==> src/rtl/aes_out_collector.sv <==
// aes_out_collector: slot-tagged FIFO for AES ciphertext blocks, presented through a valid/ready handshake
// Ports: clk, rstn (async, active-low); start/done/data_in come from the AES controller/core;
//        out_valid/out_ready/out_data/out_slot form the consumer side; level is the block count;
//        overflow is a sticky drop flag, cleared by clr_ovf.
// Optional: define AES_OUT_COLLECT_SEQ_EN to add out_seq, a 16-bit push sequence number stored with each block.
module aes_out_collector #(
  parameter int N     = 4,
  parameter int DEPTH = 8
) (
  input  logic                                clk,
  input  logic                                rstn,
  input  logic                                start,
  input  logic                                done,
  input  logic [127:0]                        data_in,
  output logic                                out_valid,
  input  logic                                out_ready,
  output logic [127:0]                        out_data,
  output logic [((N > 1) ? $clog2(N) : 1)-1:0] out_slot,
  output logic [$clog2(DEPTH):0]              level,
  output logic                                overflow,
  input  logic                                clr_ovf
`ifdef AES_OUT_COLLECT_SEQ_EN
  ,
  output logic [15:0]                         out_seq
`endif
);
  localparam int SW = (N > 1) ? $clog2(N) : 1;
  localparam int AW = $clog2(DEPTH);
  localparam int LW = AW + 1;
  logic [127:0]  mem_data [DEPTH];
  logic [SW-1:0] mem_slot [DEPTH];
  logic [SW-1:0] slot_q, slot_d;
  logic [AW-1:0] wr_ptr_q, wr_ptr_d, rd_ptr_q, rd_ptr_d;
  logic [LW-1:0] level_q, level_d;
  logic          ovf_q, ovf_d;
  logic          push, pop, full, wr_en;
  always_comb begin
    push     = start & done;
    pop      = out_valid & out_ready;
    full     = level_q == LW'(DEPTH);
    // when full, a simultaneous pop frees the slot the push lands in
    wr_en    = push & (~full | pop);
    slot_d   = start ? ((slot_q == SW'(N - 1)) ? '0 : slot_q + 1'b1) : slot_q;
    wr_ptr_d = wr_ptr_q + AW'(wr_en);
    rd_ptr_d = rd_ptr_q + AW'(pop);
    level_d  = level_q + LW'(wr_en) - LW'(pop);
    // a drop in the same cycle as clr_ovf keeps the flag set
    ovf_d    = (push & full & ~pop) | (ovf_q & ~clr_ovf);
  end
  always_ff @(posedge clk or negedge rstn) begin
    if (!rstn) begin
      slot_q   <= '0;
      wr_ptr_q <= '0;
      rd_ptr_q <= '0;
      level_q  <= '0;
      ovf_q    <= 1'b0;
    end else begin
      slot_q   <= slot_d;
      wr_ptr_q <= wr_ptr_d;
      rd_ptr_q <= rd_ptr_d;
      level_q  <= level_d;
      ovf_q    <= ovf_d;
    end
  end
  always_ff @(posedge clk) begin
    if (wr_en) begin
      mem_data[wr_ptr_q] <= data_in;
      mem_slot[wr_ptr_q] <= slot_q;
    end
  end
  // outputs are forced to zero while empty so a never-written head entry cannot leak X
  always_comb begin
    out_valid = level_q != '0;
    out_data  = out_valid ? mem_data[rd_ptr_q] : '0;
    out_slot  = out_valid ? mem_slot[rd_ptr_q] : '0;
    level     = level_q;
    overflow  = ovf_q;
  end
`ifdef AES_OUT_COLLECT_SEQ_EN
  logic [15:0] mem_seq [DEPTH];
  logic [15:0] seq_q, seq_d;
  // dropped blocks still consume a number so the consumer can see the gap
  always_comb seq_d = seq_q + 16'(push);
  always_ff @(posedge clk or negedge rstn) begin
    if (!rstn) seq_q <= '0;
    else seq_q <= seq_d;
  end
  always_ff @(posedge clk) begin
    if (wr_en) mem_seq[wr_ptr_q] <= seq_q;
  end
  always_comb out_seq = out_valid ? mem_seq[rd_ptr_q] : '0;
`endif
endmodule

==> config.mk <==
export PLATFORM = sky130hd
export DESIGN_NAME = aes_out_collector
export DESIGN_NICKNAME = d
export VERILOG_FILES = /design/src/rtl/aes_out_collector.sv
export SDC_FILE = /design/constraint.sdc
export NUM_CORES = 1
export LEC_CHECK = 0
export CORE_MARGIN = 1.5
export CORE_UTILIZATION = 45
export DETAILED_ROUTE_END_ITERATION = 10
export SLEW_MARGIN = 30
export SYNTH_ARGS = -nofsm -noshare
export SYNTH_HDL_FRONTEND = slang
export SYNTH_SLANG_ARGS = --single-unit
==> constraint.sdc <==
create_clock -name clk -period 5.8 [get_ports clk]
set_input_delay 0.58 -clock clk [delete_from_list [all_inputs] [get_ports clk]]
set_output_delay 0.58 -clock clk [all_outputs]
set_load 0.02 [all_outputs]
==> flow_summary.toml <==
[cells_and_area]
multiInputGateArea_um2 = 7410
layout-area-overhead-vs-synth_pct = 19.4
ff_latch_area_um2 = 31600
most-common-layout-cells = "edfxtp_1 (1,040), clkdlybuf4s50_1 (269), mux4_2 (260), a22o_1 (130), clkbuf_16 (109)"
layout.nets = 2055
final_common_cell = "edfxtp_1"
fillers = 6487
layout-drive-gt1-share_pct = 23.5

[floorplan]
die_x_um = 299
io-pin-count = 270
placementRows = 108
coreArea_um2 = 86900
initial_utilization_pct = 45.5
die_h_um = 299
die-area_um2 = 89600

[sta]
period_needed_ps = 4180
max_slew_margin_pct = 34.1
timing.fmax_mhz = 239
final_max_slew_viol_count = 0
setup_tns_ps = 0
whs_ps = 304
hold_viol = 0
setup_viol = 0
period_share_pct = 72.1
rsz0062_at_grt = "false"
worst_pin_slew_ps = 987
fin_worst_skew_ps = 29.8

[synthesis]
syn_nets = 1726
ys_seq_area_share_pct = 79.9
synth_cells = 1581
synthFlopType = "edfxtp_1"
synth.avg_cell_area_um2 = 25.0
syn-cell-area_um2 = 39500
synthArstFlopShare_pct = 1.23
ys.warnings.count = 0
synth_cell_types = 36
synth_edf_count = 1040
yosys_register_bits = 1053

[critical_path]
r2r-start = "level[3]"
worst_r2r_path_depth = 6
crit_type = "register to output pin"
worstPathArrival_ps = 3600
crit_fanout = 25
startpoint_type = "register"
rr_endpoint = "mem_data[1][77]"
cp.required_ps = 5220
critPathCaptureType = "output pin"
r2r_setup_slack_ps = 2610

[power_and_ir_drop]
p_leak_uw = 0.0150
p_int_uw = 16900
power_switching_uw = 7360
powerDensity_nw_per_um2 = 513
ir_worst_vdd_uv = 402
swShare_pct = 30.4
pwr-share-clk_pct = 27.7
p_comb_share_pct = 34.1
seqPwrFrac_pct = 38.2

[clocking]
cts_max_path_buffers = 3
clock_latency_ps = 660
post_cts_resized = 0
cts_root_buffer = "clkbuf_16"
ctsHoldBuffers = 0
cts_max_level = 3
cts_setup_buffers = 0
clock-sinks = 1053
clk_pin_slew_worst_paths_ps = 60
cts_tree = "done"
cts_buffers = 107

[route]
wire_per_inst_um = 26.4
first_iter_violations = 1492
antenna_left = 0
num_vias = 17800
firstDrtPassIters = 7
viasPerCell = 5.64
finalWirelength_um = 83400
drc = 0

[placed_design]
hpwl_um = 43500
io_buffer_count = 269
place_congestion = 0.704

[global_routing]
grt_overflow = 0
grt_use_total_pct = 18.9
grt_pass1_vias = 19300
grt_start_max_net_pins = 120
antenna_found_initial = 13
grt_pass1_wl_um = 125000

[hold_path]
hold_class = "input port to asynchronous set/reset pin"

[outcome]
outcome = "finished, final reports clean"

[run]
drv_cap = 0
## power groups by stage
| stage | registers, uW | clock network [uW] | logic [uW] |
|---|---|---|---|
| floorplan | 9370 | 0 | 5260 |
| global placement | 9520 | 0 | 8240 |
| detailed placement | 9490 | 0 | 8330 |
| CTS | 9330 | 6880 | 8360 |
| global route | 9320 | 7180 | 8760 |
| finish | 9260 | 6710 | 8250 |
## synth_stat cells, types with 2 or more instances
master	instances	share of area, %
xor2_1	3	0.067
a22o_1	130	2.9
buf_2	27	0.34
clkbuf_1	30	0.28
nand2_1	2	0.019
and2_1	2	0.032
inv_1	8	0.076
and3_1	2	0.032
ha_1	10	0.32
buf_4	10	0.19
a21oi_1	2	0.025
nor2_1	2	0.019
buf_6	4	0.11
nand2b_1	2	0.032
and3b_1	2	0.044
and4b_1	2	0.051
dfrtp_1	13	0.82
buf_1	5	0.048
buf_8	10	0.38
mux4_2	260	15
edfxtp_1	1040	79
## state kept, by name, indices dropped and copies added (netlist names)
name,flops
rd_ptr_q,3
wr_ptr_q,3
level,4
overflow,1
mem_data,1024
mem_slot,16
slot_q,2
## kinds of logic after synthesis
kind of cell | synth area share, %
buf+inv | 1.49
mux | 14.9
xor+xnor | 0.0887
compound gates | 3.00
simple gates | 0.329
fa+ha+maj | 0.367
flops | 79.9
## through the flow
| step | instances | area [um2] | util, % | setup slack [ps] | power (uW) |
|---|---|---|---|---|---|
| 3_3_place_gp | 2954 | 43700 | 50.2 | 2120 | 17800 |
| 6_report | 3159 | 47200 | 54.3 | 1620 | 24200 |
| 2_1_floorplan | 1581 | 39500 | - | 900 | 14600 |
| 5_1_grt | 3157 | 47200 | 54.3 | 1440 | 25300 |
| 3_5_place_dp | 2955 | 43700 | 50.3 | 2110 | 17800 |
| 4_1_cts | 3156 | 47100 | 54.3 | 1370 | 24600 |
## critical path: stages (launching register included)
cell	delay, ps
dfrtp_1	400
inv_1	60
ha_1	240
a21oi_4	790
buf_4	530
a22o_1	260
clkdlybuf4s50_1	620
## how the worst max path moves through the flow
stage / startpoint / end / slack (ps) / cells past startpoint
after CTS: rd_ptr_q[0] / out_data[17] / 1370 / 4
after global routing: rd_ptr_q[0] / out_data[17] / 1440 / 5
after detailed placement: rd_ptr_q[0] / out_data[35] / 2110 / 4
final: level[3] / out_data[121] / 1620 / 6
after global placement: rd_ptr_q[0] / out_data[17] / 2120 / 4
after floorplan: level[2] / mem_data[1][0] / 900 / 5
## area by class of cell
type	count	share of cell area, %
clock buffer	125	5.91
sequential	1053	66.9
tap	1155	3.06
inverter	8	0.0637
timing repair buffer	307	6.90
multi-input combinational	433	15.7
clock inverter	76	1.43
antenna	2	0.0106
## routing by layer
layer | GRT usage (%) | part of all wire, % | vias to the layer above
li1 | - | - | 7583
met1 | 25.5 | 42 | 9658
met2 | 30.9 | 50 | 457
met3 | 4.88 | 6.8 | 110
met4 | 4.46 | 1.4 | 24
met5 | 0 | 0.19 | -
Power figures use the tool's default switching activity.
